`config.mk`:
```
export PLATFORM = sky130hd
export DESIGN_NAME = mig_req_arb
export DESIGN_NICKNAME = d
export VERILOG_FILES = /design/src/rtl/mig_arb_pkg.sv /design/src/rtl/arb_tag_fifo.sv /design/src/rtl/mig_req_arb.sv
export SDC_FILE = /design/constraint.sdc
export NUM_CORES = 1
export LEC_CHECK = 0
export CAP_MARGIN = 40
export CORE_AREA = 3 3 239 241
export DETAILED_ROUTE_END_ITERATION = 6
export DIE_AREA = 0 0 242 244
export GPL_TIMING_DRIVEN = 0
export PLACE_DENSITY = 0.63
export SYNTH_ARGS = -nofsm -noshare
export SYNTH_HDL_FRONTEND = slang
export SYNTH_HIERARCHICAL = 1
export SYNTH_SLANG_ARGS = --single-unit
```
`constraint.sdc`:
```
create_clock -name clk -period 3.3 [get_ports clk]
set_input_delay 0.66 -clock clk [delete_from_list [all_inputs] [get_ports clk]]
set_output_delay 0.66 -clock clk [all_outputs]
set_load 0.005 [all_outputs]
```
`src/rtl/mig_arb_pkg.sv`:
```
// ---------------------------------------------------------------------------
// mig_arb_pkg
//
// Shared definitions for the memory-controller request arbiter slice:
//   - default DDR command address / data widths
//   - command word width helper ({we, adr, wdata})
//   - command-type encodings written into the command FIFO
//   - read-return tag encodings held in the in-order tag FIFO
//   - issue FSM state type
// ---------------------------------------------------------------------------
package mig_arb_pkg;

  localparam int ADRW_DEF = 28;
  localparam int DATW_DEF = 128;
  localparam int CMDW_DEF = 1 + ADRW_DEF + DATW_DEF;

  // Number of reads that may be outstanding towards the DDR controller.
  localparam int TAG_DEPTH = 4;

  // Command type carried in the top bit of the command word.
  localparam logic CMD_RD = 1'b0;
  localparam logic CMD_WR = 1'b1;

  // Owner of a returning read word.
  localparam logic TAG_IC = 1'b0;
  localparam logic TAG_DC = 1'b1;

  typedef enum logic {
    IDLE  = 1'b0,
    ISSUE = 1'b1
  } arb_state_e;

  // Width of one command word for a given address/data width.
  function automatic int cmd_width(input int adrw, input int datw);
    return 1 + adrw + datw;
  endfunction

endpackage

```
`src/rtl/arb_tag_fifo.sv`:
```
// ---------------------------------------------------------------------------
// arb_tag_fifo
//
// Four-entry, one-bit-wide in-order FIFO remembering which requester owns
// each outstanding read. Entries leave in the order their reads were issued,
// which matches the order the DDR controller returns data.
//
// Ports:
//   clk       in   clock
//   rst_n     in   asynchronous active-low reset, empties the FIFO
//   push      in   write push_tag at the tail (ignored when full)
//   push_tag  in   tag to store (TAG_IC / TAG_DC)
//   pop       in   drop the head entry (ignored when empty)
//   full      out  four entries held
//   empty     out  no entries held
//   head      out  tag at the head of the FIFO
// ---------------------------------------------------------------------------
module arb_tag_fifo
  import mig_arb_pkg::*;
(
  input  logic clk,
  input  logic rst_n,
  input  logic push,
  input  logic push_tag,
  input  logic pop,
  output logic full,
  output logic empty,
  output logic head
);

  logic [TAG_DEPTH-1:0] mem;
  logic [1:0]           wptr;
  logic [1:0]           rptr;
  logic [2:0]           count;
  logic                 do_push;
  logic                 do_pop;

  assign full    = (count == 3'd4);
  assign empty   = (count == 3'd0);
  assign head    = mem[rptr];
  assign do_push = push & ~full;
  assign do_pop  = pop & ~empty;

  // Two-bit pointers wrap naturally modulo four; the separate count
  // disambiguates full from empty when the pointers are equal. A push and a
  // pop in the same cycle move both pointers and leave the count alone.
  always_ff @(posedge clk or negedge rst_n) begin
    if (!rst_n) begin
      mem   <= '0;
      wptr  <= 2'd0;
      rptr  <= 2'd0;
      count <= 3'd0;
    end else begin
      if (do_push) begin
        mem[wptr] <= push_tag;
        wptr      <= wptr + 2'd1;
      end
      if (do_pop) begin
        rptr <= rptr + 2'd1;
      end
      case ({do_push, do_pop})
        2'b10:   count <= count + 3'd1;
        2'b01:   count <= count - 3'd1;
        default: count <= count;
      endcase
    end
  end

endmodule

```
`src/rtl/mig_req_arb.sv`:
```
// ---------------------------------------------------------------------------
// mig_req_arb
//
// Arbitrates i-cache reads and d-cache reads/writes onto a single DDR
// command async FIFO, and routes data from the read-return FIFO back to the
// requester that issued each read.
//
// Ports:
//   clk         in   single clock
//   rst_n       in   asynchronous active-low reset
//   ic_req      in   i-cache read request, held until ic_gnt
//   ic_adr      in   i-cache read address
//   ic_gnt      out  one-cycle grant pulse to the i-cache
//   dc_req      in   d-cache request, held until dc_gnt
//   dc_we       in   d-cache command type (1 = write, 0 = read)
//   dc_adr      in   d-cache address
//   dc_wdata    in   d-cache write data
//   dc_gnt      out  one-cycle grant pulse to the d-cache
//   cq_wen      out  command FIFO push strobe
//   cq_wqfull   in   command FIFO full (asserts with two entries still free)
//   cq_wdata    out  command word {we, adr, wdata}
//   rq_rqempty  in   read-return FIFO empty
//   rq_rnext    out  read-return FIFO pop strobe (combinational)
//   rq_rdata    in   read-return FIFO head data
//   rdata       out  returned read data, shared by both requesters
//   ic_rvalid   out  rdata belongs to the i-cache
//   dc_rvalid   out  rdata belongs to the d-cache
//   err         out  sticky: return data arrived with no read outstanding
// ---------------------------------------------------------------------------
module mig_req_arb
  import mig_arb_pkg::*;
#(
  parameter int ADRW = ADRW_DEF,
  parameter int DATW = DATW_DEF
) (
  input  logic                 clk,
  input  logic                 rst_n,
  input  logic                 ic_req,
  input  logic [ADRW-1:0]      ic_adr,
  output logic                 ic_gnt,
  input  logic                 dc_req,
  input  logic                 dc_we,
  input  logic [ADRW-1:0]      dc_adr,
  input  logic [DATW-1:0]      dc_wdata,
  output logic                 dc_gnt,
  output logic                 cq_wen,
  input  logic                 cq_wqfull,
  output logic [ADRW+DATW:0]   cq_wdata,
  input  logic                 rq_rqempty,
  output logic                 rq_rnext,
  input  logic [DATW-1:0]      rq_rdata,
  output logic [DATW-1:0]      rdata,
  output logic                 ic_rvalid,
  output logic                 dc_rvalid,
  output logic                 err
);

  localparam int CMDW = cmd_width(ADRW, DATW);

  arb_state_e      state;
  logic            prio_dc;
  logic            win_dc;
  logic [CMDW-1:0] pend_cmd;

  logic            ic_elig;
  logic            dc_elig;
  logic            win;
  logic            pick_dc;
  logic [CMDW-1:0] win_cmd;
  logic            tag_push;
  logic            tag_push_val;

  logic            tag_full;
  logic            tag_empty;
  logic            tag_head;

  arb_tag_fifo u_tag_fifo (
    .clk      (clk),
    .rst_n    (rst_n),
    .push     (tag_push),
    .push_tag (tag_push_val),
    .pop      (rq_rnext),
    .full     (tag_full),
    .empty    (tag_empty),
    .head     (tag_head)
  );

  // Eligibility and winner selection, evaluated only while IDLE.
  // A requester whose grant is pulsing this cycle still shows req=1 for the
  // command just issued, so it is masked to avoid serving it twice.
  // Writes need no tag slot, so a full tag FIFO only blocks reads.
  // prio_dc set means the d-cache wins a tie (the i-cache was granted last).
  always_comb begin
    ic_elig      = 1'b0;
    dc_elig      = 1'b0;
    win          = 1'b0;
    pick_dc      = 1'b0;
    win_cmd      = '0;
    tag_push     = 1'b0;
    tag_push_val = TAG_IC;
    if (state == IDLE) begin
      ic_elig = ic_req & ~ic_gnt & ~cq_wqfull & ~tag_full;
      dc_elig = dc_req & ~dc_gnt & ~cq_wqfull & (dc_we | ~tag_full);
    end
    win     = ic_elig | dc_elig;
    pick_dc = dc_elig & (~ic_elig | prio_dc);
    if (pick_dc) begin
      win_cmd = {(dc_we ? CMD_WR : CMD_RD), dc_adr, dc_wdata};
    end else begin
      win_cmd = {CMD_RD, ic_adr, {DATW{1'b0}}};
    end
    // The tag is claimed at the win so the next IDLE cycle already sees the
    // updated occupancy.
    tag_push     = win & (~pick_dc | (dc_we == CMD_RD));
    tag_push_val = pick_dc ? TAG_DC : TAG_IC;
  end

  // Issue FSM. The winner's command is captured in IDLE and presented as a
  // registered push while leaving ISSUE, so the command FIFO strobe and the
  // grant land two cycles after the request and at most every other cycle.
  always_ff @(posedge clk or negedge rst_n) begin
    if (!rst_n) begin
      state    <= IDLE;
      prio_dc  <= 1'b0;
      win_dc   <= 1'b0;
      pend_cmd <= '0;
      cq_wen   <= 1'b0;
      cq_wdata <= '0;
      ic_gnt   <= 1'b0;
      dc_gnt   <= 1'b0;
    end else begin
      cq_wen <= 1'b0;
      ic_gnt <= 1'b0;
      dc_gnt <= 1'b0;
      case (state)
        IDLE: begin
          if (win) begin
            state    <= ISSUE;
            win_dc   <= pick_dc;
            pend_cmd <= win_cmd;
            prio_dc  <= ~pick_dc;
          end
        end
        ISSUE: begin
          state    <= IDLE;
          cq_wen   <= 1'b1;
          cq_wdata <= pend_cmd;
          ic_gnt   <= ~win_dc;
          dc_gnt   <= win_dc;
        end
        default: state <= IDLE;
      endcase
    end
  end

  // Pop the return FIFO whenever data is waiting and a read is outstanding.
  assign rq_rnext = ~rq_rqempty & ~tag_empty;

  // Return path: capture the popped word and flag its owner for one cycle.
  // Data with no outstanding read is left in the FIFO and latches err.
  always_ff @(posedge clk or negedge rst_n) begin
    if (!rst_n) begin
      rdata     <= '0;
      ic_rvalid <= 1'b0;
      dc_rvalid <= 1'b0;
      err       <= 1'b0;
    end else begin
      ic_rvalid <= rq_rnext & (tag_head == TAG_IC);
      dc_rvalid <= rq_rnext & (tag_head == TAG_DC);
      if (rq_rnext) begin
        rdata <= rq_rdata;
      end
      if (~rq_rqempty & tag_empty) begin
        err <= 1'b1;
      end
    end
  end

endmodule
```
-- Word level (Yosys, flattened, before mapping)
Cells that the tools add are included.
- register bits after elaboration: 462
- input port bits: 319
- output and inout port bits: 292
- logic and storage cells: 76
- add/sub/neg operators: 4
- order comparisons: 3
- equal/unequal tests: 3
- muxes and demuxes: 16
- bitwise gates (word level): 30
- reductions and logical operators: 4
- operators by type and width (cell ; count):
    157-bit two-way mux ; 1
    1-bit bitwise AND ; 14
    1-bit inverter ; 12
    1-bit two-way mux ; 10
    2-bit by 3-bit < comparator with 1-bit output (second input constant) ; 2
    3-bit case mux with 2 select lines ; 1
    2-bit by 1-bit adder with 2-bit output (second input constant) ; 2
    4-bit bitwise mux ; 1
    1-bit OR ; 4
    3-bit by 1-bit adder with 3-bit output (second input constant) ; 1
    3-bit == test (second input constant) ; 1
    3-bit zero test ; 1
    3-bit by 1-bit subtractor with 3-bit output (second input constant) ; 1
    1-bit binary-select mux with 2-bit select ; 1
    1-bit demux with 2-bit select ; 1
    2-bit by 1-bit == test with 1-bit output (second input constant) ; 1
    2-bit == test (second input constant) ; 1
    2-bit by 1-bit >= comparator with 1-bit output (second input constant) ; 1
    1-bit case mux with 2 select lines ; 1
    2-bit AND reduction ; 1
    2-bit nonzero test ; 1
    1-bit logical AND ; 1

-- Logic depth before layout (Yosys ltp)
- depth in word-level cells: 14
- gate-level depth with buffers: 14
- gate-level depth less buffers: 11

-- Modules after synthesis
Netlist, hierarchy kept.
- by module, submodules not included (module ; times used ; cells an instance ; area an instance (um^2) ; seq. area each (um^2)):
    mig_req_arb ; 1 ; 1079 ; 16814.9 ; 11285.8
    arb_tag_fifo ; 1 ; 54 ; 605.6 ; 275.3

-- Least setup slack after synthesis
No wires, ideal clock.
- kind: input-to-reg
- start point: in cq_wqfull
- end point: reg u_tag_fifo.count[2]
- library setup time: 0.125 ns
- arrival time: 2.962 ns
- data required time: 3.175 ns
- path slack: 0.213 ns
- cell stages on the path: 13
- path buffers: 3
- cell sequence: or4b_1 > a211oi_1 > buf_2 > buf_4 > o21bai_1 > nand2b_1 > buf_6 > ha_1 > inv_1 > fa_1 > xor2_1 > nor2_1 > xor2_1
- word-level cells in the longest chain between the ends: 13
- elaborated cells between the ends (all ways): 19
- those cells by class: eq/ne: 2; mux: 3; bitwise: 13; reduce/logical: 1
- RTL lines (element ; RTL line ; text):
    start: declaration ; mig_req_arb.sv:47 ; input logic cq_wqfull,
    1-bit inverter * ; mig_req_arb.sv:102, mig_req_arb.sv:103 ;
    1-bit bitwise AND (2 in a row) ; mig_req_arb.sv:102 ; ic_elig = ic_req & ~ic_gnt & ~cq_wqfull & ~tag_full;
    1-bit two-way mux ; mig_req_arb.sv:101 ; if (state == IDLE) begin
    1-bit inverter ; mig_req_arb.sv:106 ; pick_dc = dc_elig & (~ic_elig | prio_dc);
    1-bit OR ; mig_req_arb.sv:106 ;
    1-bit bitwise AND ; mig_req_arb.sv:106 ;
    1-bit inverter ; mig_req_arb.sv:114 ; tag_push = win & (~pick_dc | (dc_we == CMD_RD));
    1-bit OR ; mig_req_arb.sv:114 ;
    1-bit bitwise AND * ; mig_req_arb.sv:114 ;
    named net tag_push ; mig_req_arb.sv:70 ; logic tag_push;
    1-bit bitwise AND * ; arb_tag_fifo.sv:41 ; assign do_push = push & ~full;
    2-bit by 1-bit == test with 1-bit output / 2-bit == test (equally long branches) ; arb_tag_fifo.sv:61 ; case ({do_push, do_pop})
    3-bit case mux with 2 select lines / 2-bit nonzero test (equally long branches) ; - ;
    end signal: assignment ; arb_tag_fifo.sv:62 ; 2'b10: count <= count + 3'd1;
    end signal: assignment ; arb_tag_fifo.sv:63 ; 2'b01: count <= count - 3'd1;
    end signal: assignment ; arb_tag_fifo.sv:64 ; default: count <= count;
    end: declaration ; arb_tag_fifo.sv:34 ; logic [2:0] count;
The timed path passes the listed nets; every way through them passes the cells marked *.
A chain may end at the register's enable or synchronous reset.

-- Worst setup path after layout
- start point: reg state
- end point: reg u_tag_fifo.count[2]
- word-level cells in the longest chain between the ends: 10
- elaborated cells between the ends (all ways): 14
- those cells by class: eq/ne: 2; mux: 3; bitwise: 8; reduce/logical: 1
- RTL lines (element ; RTL line ; text):
    start: declaration ; mig_req_arb.sv:60 ; arb_state_e state;
    start signal: assignment ; mig_req_arb.sv:123 ; state <= IDLE;
    start signal: assignment ; mig_req_arb.sv:138 ; state <= ISSUE;
    start signal: assignment ; mig_req_arb.sv:145 ; state <= IDLE;
    1-bit two-way mux ; mig_req_arb.sv:101 ;
    1-bit inverter ; mig_req_arb.sv:106 ;
    1-bit OR ; mig_req_arb.sv:106 ;
    1-bit bitwise AND ; mig_req_arb.sv:106 ;
    1-bit inverter ; mig_req_arb.sv:114 ;
    1-bit OR ; mig_req_arb.sv:114 ;
    1-bit bitwise AND * ; mig_req_arb.sv:114 ;
    named net tag_push ; mig_req_arb.sv:70 ;
    1-bit bitwise AND * ; arb_tag_fifo.sv:41 ;
    2-bit by 1-bit == test with 1-bit output / 2-bit == test (equally long branches) ; arb_tag_fifo.sv:61 ;
    3-bit case mux with 2 select lines / 2-bit nonzero test (equally long branches) ; - ;
Marked as above.

==> impl_metrics.prom <==
# TYPE chip_impl_metric gauge
chip_impl_info{name="status",value="finished, final reports clean"} 1
chip_impl_metric{name="seq_power_share",unit=""} 0.406
chip_impl_metric{name="avgSynthCellArea",unit="sq um"} 15.4
chip_impl_info{name="yosys.area.top_type",value="dfrtp_1"} 1
chip_impl_metric{name="ys_warn_count",unit=""} 6
chip_impl_metric{name="hpwlAfterDp",unit="microns"} 40400
chip_impl_info{name="cts_tree",value="yes"} 1
chip_impl_metric{name="worst_clock_skew",unit="ps"} 17.3
chip_impl_metric{name="setup_viol",unit=""} 0
chip_impl_info{name="worstHoldPathType",value="in2async"} 1
chip_impl_metric{name="cts.reportedPaths.clkPinSlew",unit="ps"} 60
chip_impl_metric{name="count_of_flip_flops_with_a_built_in_enable_after_synthesis",unit=""} 0
chip_impl_metric{name="starting_density_of_the_core",unit=""} 0.316
chip_impl_metric{name="num_vias",unit=""} 12300
chip_impl_info{name="ys_top_cells_by_area",value="dfrtp_1 66%, mux2_2 18%, a22o_1 6.5%"} 1
chip_impl_metric{name="route.detailed.drc",unit=""} 0
chip_impl_metric{name="first_pass_grt_wire_length",unit="microns"} 82100
chip_impl_info{name="worstReg2RegEnd",value="u_tag_fifo/count[2]$_DFFE_PN0P_"} 1
chip_impl_metric{name="layout_min_cycle_time",unit="ps"} 3090
chip_impl_info{name="critPathCaptureType",value="flip-flop"} 1
chip_impl_metric{name="gr-total-overflow",unit=""} 0
chip_impl_metric{name="timing.max_slew.rel_slack",unit=""} 0.468
chip_impl_metric{name="timing.hold.ws",unit="ps"} 67.3
chip_impl_metric{name="grt_antenna_before_repair",unit=""} 7
chip_impl_metric{name="grt_use_met1",unit=""} 0.208
chip_impl_info{name="mostFrequentLayoutCell",value="clkdlybuf4s50_1"} 1
chip_impl_metric{name="slew_viol_final",unit=""} 0
chip_impl_metric{name="htree_levels",unit=""} 2
chip_impl_metric{name="clock_insertion_delay_worst_skew",unit="ps"} 570
chip_impl_metric{name="syn_inst",unit=""} 1133
chip_impl_metric{name="synth-seq-area-share",unit=""} 0.664
chip_impl_metric{name="max_capacitance_violation_total",unit=""} 0
chip_impl_metric{name="clk_path_buf_depth",unit=""} 3
chip_impl_metric{name="first_iter_violations",unit=""} 600
chip_impl_metric{name="post-cts-setup-buffer-count",unit=""} 0
chip_impl_metric{name="syn-cell-area",unit="sq um"} 17400
chip_impl_metric{name="route.antenna.remaining_nets",unit=""} 0
chip_impl_metric{name="ir_worst_vdd",unit="uV"} 443
chip_impl_metric{name="nFillCells",unit=""} 4880
chip_impl_metric{name="finalWeightedCongestion",unit=""} 0.873
chip_impl_metric{name="synth.distinct_cells",unit=""} 34
chip_impl_metric{name="die_h",unit="microns"} 244
chip_impl_metric{name="post_drt_via_cell_ratio",unit=""} 4.75
chip_impl_metric{name="maximum_number_of_pins_on_one_net_before_global_route_repair",unit=""} 122
chip_impl_metric{name="multi_input_comb_area",unit="sq um"} 5310
chip_impl_metric{name="worstPathRequired",unit="ps"} 3750
chip_impl_metric{name="tritoncts_num_sinks",unit=""} 462
chip_impl_metric{name="io_buffers",unit=""} 610
chip_impl_metric{name="grt_util_all_layers",unit=""} 0.178
chip_impl_metric{name="first_pass_iters",unit=""} 5
chip_impl_metric{name="ys_async_sr_fraction",unit=""} 1.00
chip_impl_metric{name="mappedNetlistNets",unit=""} 1458
chip_impl_metric{name="timing.reg2reg.setup_slack",unit="ps"} 210
chip_impl_metric{name="intPower",unit="W"} 0.0165
chip_impl_metric{name="synthDominantCellAreaShare",unit=""} 0.664
chip_impl_info{name="critical_path_origin",value="state$_DFF_PN0_"} 1
chip_impl_metric{name="comb_power_share",unit=""} 0.354
chip_impl_metric{name="finalCritPeriodShare",unit=""} 0.938
chip_impl_metric{name="fin_cells",unit=""} 2588
chip_impl_metric{name="cts_made_buffers",unit=""} 51
chip_impl_metric{name="max_freq",unit="GHz"} 0.323
chip_impl_metric{name="power-per-cell-area",unit="nW/um^2"} 882
chip_impl_metric{name="placementRows",unit=""} 86
chip_impl_metric{name="switching_power",unit="W"} 0.00670
chip_impl_metric{name="synth.ff_latch_count",unit=""} 462
chip_impl_metric{name="detail_route.wirelength",unit="microns"} 54200
chip_impl_info{name="layout.cells.most_common_list",value="608 x clkdlybuf4s50_1, 462 x dfrtp_1, 285 x mux2_2, 130 x a22o_1, 63 x inv_1"} 1
chip_impl_metric{name="cts-hold-fix-buffers",unit=""} 0
chip_impl_info{name="global_route.peak_usage_layer",value="met2"} 1
chip_impl_metric{name="pwr-share-clk",unit=""} 0.239
chip_impl_metric{name="die_width",unit="microns"} 242
chip_impl_metric{name="gr-usage-met3",unit=""} 0.0709
chip_impl_metric{name="timing.reg2reg.worst_path_depth",unit=""} 14
chip_impl_metric{name="io_pins",unit=""} 611
chip_impl_info{name="startpoint_type_of_the_worst_setup_path",value="flip-flop"} 1
chip_impl_metric{name="worstPathArrival",unit="ps"} 3550
chip_impl_info{name="rr_startpoint",value="state$_DFF_PN0_"} 1
chip_impl_metric{name="total_die_area",unit="sq um"} 59000
chip_impl_metric{name="post_drt_wl_per_cell",unit="microns"} 20.9
chip_impl_metric{name="largest_fanout_on_the_critical_path",unit=""} 10
chip_impl_metric{name="leakagePower",unit="nW"} 11.5
chip_impl_metric{name="met2_usage",unit=""} 0.303
chip_impl_metric{name="dp_cells",unit=""} 2498
chip_impl_metric{name="design.core.area",unit="sq um"} 55100
chip_impl_metric{name="grt_pass1_vias",unit=""} 13200
chip_impl_metric{name="nets",unit=""} 2128
chip_impl_info{name="timing_worst_setup_path_type",value="reg2reg"} 1
chip_impl_metric{name="hold_violations",unit=""} 0
chip_impl_metric{name="tightestPinTransition",unit="ps"} 797
chip_impl_metric{name="area.growth.synth_to_final",unit="%"} 50.9
chip_impl_metric{name="power.switching_fraction",unit=""} 0.289
chip_impl_info{name="root_buffer_selected_by_cts",value="clkbuf_16"} 1
chip_impl_metric{name="seq_area",unit="sq um"} 11600
chip_impl_metric{name="final_layout_size_suffix_gt1_frac",unit=""} 0.219
chip_impl_info{name="synthFlopType",value="dfrtp_1"} 1
[synthesized netlist by cell type, types with 2 or more instances]
library cell and number:
nand2_1 11, or4b_1 2, dfrtp_1 462, clkbuf_1 51
ha_1 5, and2_1 2, o21ai_0 8, a221oi_1 56
mux2_2 285, buf_4 3, inv_1 63, nor2b_1 2
nor3_1 3, nor2_1 3, xor2_1 3, a22o_1 130
nand2b_1 2, buf_1 8, a21o_1 2, xnor2_1 3
buf_2 16
[critical path, stage by stage, from the launching register on]
cell and delay [ps]:
dfrtp_1 390, buf_2 200, or4b_1 530, a211oi_2 230, buf_6 190, buf_4 180
o21bai_2 180, nand2b_1 100, buf_6 140, ha_1 210, inv_1 70, fa_1 180
xor2_1 140, nor2_1 70, xor2_1 150
[metal layers]
| metal | routed length [microns] | vias to the layer above |
|---|---|---|
| met4 | 1280 | 6 |
| li1 | - | 5471 |
| met2 | 26800 | 461 |
| met5 | 41 | - |
| met1 | 21000 | 6282 |
| met3 | 5070 | 82 |
[power groups by stage]
| stage | clock network, W | logic (W) | registers (W) |
|---|---|---|---|
| 2_1_floorplan | 0 | 0.00346 | 0.00933 |
| 3_3_place_gp | 0 | 0.00817 | 0.00943 |
| 3_5_place_dp | 0 | 0.00832 | 0.00947 |
| 4_1_cts | 0.00574 | 0.00837 | 0.00942 |
| 5_1_grt | 0.00597 | 0.00883 | 0.00973 |
| 6_report | 0.00554 | 0.00821 | 0.00942 |
[how the worst max path moves through the flow]
stage          cells past startpoint                              end  slack (ps)
4_1_cts                           14  u_tag_fifo/count[2]$_DFFE_PN0P_          10
6_report                          14  u_tag_fifo/count[2]$_DFFE_PN0P_         210
3_5_place_dp                      14  u_tag_fifo/count[2]$_DFFE_PN0P_        -670
3_3_place_gp                       1            rdata[90]$_DFFE_PN0P_      -18590
5_1_grt                           14  u_tag_fifo/count[2]$_DFFE_PN0P_          -2
2_1_floorplan                     13  u_tag_fifo/count[2]$_DFFE_PN0P_         210
[registers in the layout, indices dropped and copies added (netlist names)]
register and count:
cq_wdata 157, pend_cmd 157, rdata 128, u_tag_fifo/mem 4
u_tag_fifo/count 3, u_tag_fifo/rptr 2, u_tag_fifo/wptr 2, cq_wen 1
dc_gnt 1, dc_rvalid 1, err 1, ic_gnt 1
ic_rvalid 1, prio_dc 1, state 1, win_dc 1
[timing repair]
item / CTS / global route
pin swaps: 0 / 2
gates resized for setup: 2 / 7
endpoints found under the setup margin: 3 / 2
[layout make-up]
type / instances / area share
inverter: 63 / 0.00900
multi-input combinational: 529 / 0.202
antenna: 4 / 0.000381
buffer: 79 / 0.0131
sequential: 462 / 0.440
clock buffer: 68 / 0.0557
tap: 748 / 0.0356
clock inverter: 18 / 0.00638
timing repair buffer: 617 / 0.238
[stage by stage]
step	setup slack, ps	setup TNS, ps	total power, W	util	cell area (sq um)
5_1_grt	-2.41	-2.41	0.0245	0.477	26300
3_5_place_dp	-669	-2660	0.0178	0.447	24600
3_3_place_gp	-18590	-8583340	0.0176	0.444	24500
6_report	205	0	0.0232	0.477	26300
4_1_cts	14.9	0	0.0235	0.476	26200
2_1_floorplan	213	0	0.0128	-	17400
[kinds of logic after synthesis]
logic type      synth area share
compound gates            0.0993
buf+inv                   0.0328
xor+xnor                 0.00302
fa+ha+maj                0.00474
simple gates             0.00955
mux                        0.187
flops                      0.664
Power figures use the tool's default switching activity.
==> variant, RTL diff (config.mk and constraints unchanged) <==
`TAG_DEPTH`: 4 -> 2.
--- a/src/rtl/mig_arb_pkg.sv
+++ b/src/rtl/mig_arb_pkg.sv
@@ -15,7 +15,7 @@
   localparam int CMDW_DEF = 1 + ADRW_DEF + DATW_DEF;
 
   // Number of reads that may be outstanding towards the DDR controller.
-  localparam int TAG_DEPTH = 4;
+  localparam int TAG_DEPTH = 2;
 
   // Command type carried in the top bit of the command word.
   localparam logic CMD_RD = 1'b0;
Function: no difference found for any inputs over 4 cycles, from zero or initial values and one cycle with rst_n low; that may be too few to reach the edited logic, so the function may still have changed.
==> variant against the original RTL <==
  * Power down 0.18%
  * Die area stayed put
  * Design area is 0.53% lower
  * Wire length grew 2.2%
  * Sequential cell count is 3 lower
  * Critical path depth decreased by 1
  * Area after synthesis is 0.94% lower
  * Global-route usage grew 0.45 points
  * Worst setup slack worse by 0.071 ns
==> variant: results (changes against the original RTL) <==
- WP data arrival: 3.61 ns (+0.06 ns)
- Nets: 2111 (-0.80%)
- RD Place Congestion: 0.864 (-1.0%)
- Post-CTS sizing: 3 (+1)
- Vias in the first global route: 13300 (+0.85%)
- Fraction of layout cells with a size suffix above 1: 0.220 (+0.00120)
- Power Density: 885 nW/um2 (+0.36%)
- Worst-margin pin slew: 0.885 ns (+0.0880 ns)
- Clk cell area share: 0.0630 (+0.00100)
- Net count after synthesis: 1440 (-1.2%)
- Met3 Resource Use GR: 0.0621 (-0.00888)
- Total GRT Usage: 0.183 (+0.00449)
- Multi-input gates: 517 (-2.3%)
- Largest net degree at the start of global routing: 118 (-3.3%)
- Status: completed
- First-pass GRT wire length: 83800 um (+2.1%)
- Pre-CTS setup slack: -0.612 ns (+0.0574 ns)
- Fillers: 4990 (+2.3%)
- Initial antenna violation count: 4 (-3)
- Met1 usage: 0.226 (+0.0171)
- WL met3: 4370 um (-14%)
- P_leak: 11.4 nW (-0.57%)
- Area of the multi-input gates: 5230 um2 (-1.4%)
- Clock buffers: 76 (+12%)
- Fmax: 0.316 GHz (-2.3%)
- Crit path launch: cq_wqfull
- Seq area share: 0.439 (-0.000535)
- Diode count: 2 (-2)
- Reg2Reg Setup Slack: 0.19 ns (-0.02 ns)
- Worst hold path class: flip-flop to flip-flop
- Placed cell area: 24500 um2 (-0.65%)
- Clk_skew: 0.0256 ns (+0.00825 ns)
- # hold bufs at CTS: 1 (+1)
- Post-synthesis sequential area ratio: 0.666 (+0.00195)
- Hpwl dp: 41700 um (+3.1%)
- Peak supply drop: 0.588 mV (+33%)
- Synth top area cells: dfrtp_1, mux2_2, a22o_1
- Met2 usage: 0.305 (+0.00202)
- WL per Instance: 21.5 um (+2.7%)
- Commonest cells in the netlist: dfrtp_1, mux2_2, a22o_1
[variant: kinds of logic after synthesis]
group                      synth area share
muxes                                 0.188
DFF                                   0.666
adders and majority gates           0.00334
xor gates and xnor gates            0.00254
AOI/OAI and AO/OA                    0.0985
buffers and inverters                0.0325
and+or+nand+nor                     0.00950
[variant: metrics by stage]
stage	hold WS (ns)	instances
floorplan	0.364	1117
detailed placement	0.399	2482
global placement	0.397	2475
CTS	0.413	2574
finish	0.402	2576
global route	0.439	2574
[variant: power by group]
| part | total (mW) | internal (mW) | leakage (nW) | switching, mW |
|---|---|---|---|---|
| clock | 5.57 | 3.29 | 0.815 | 2.28 |
| sequential | 9.39 | 8.04 | 5.69 | 1.35 |
| combinational | 8.17 | 5.10 | 4.90 | 3.07 |
| total | 23.1 | 16.4 | 11.4 | 6.70 |
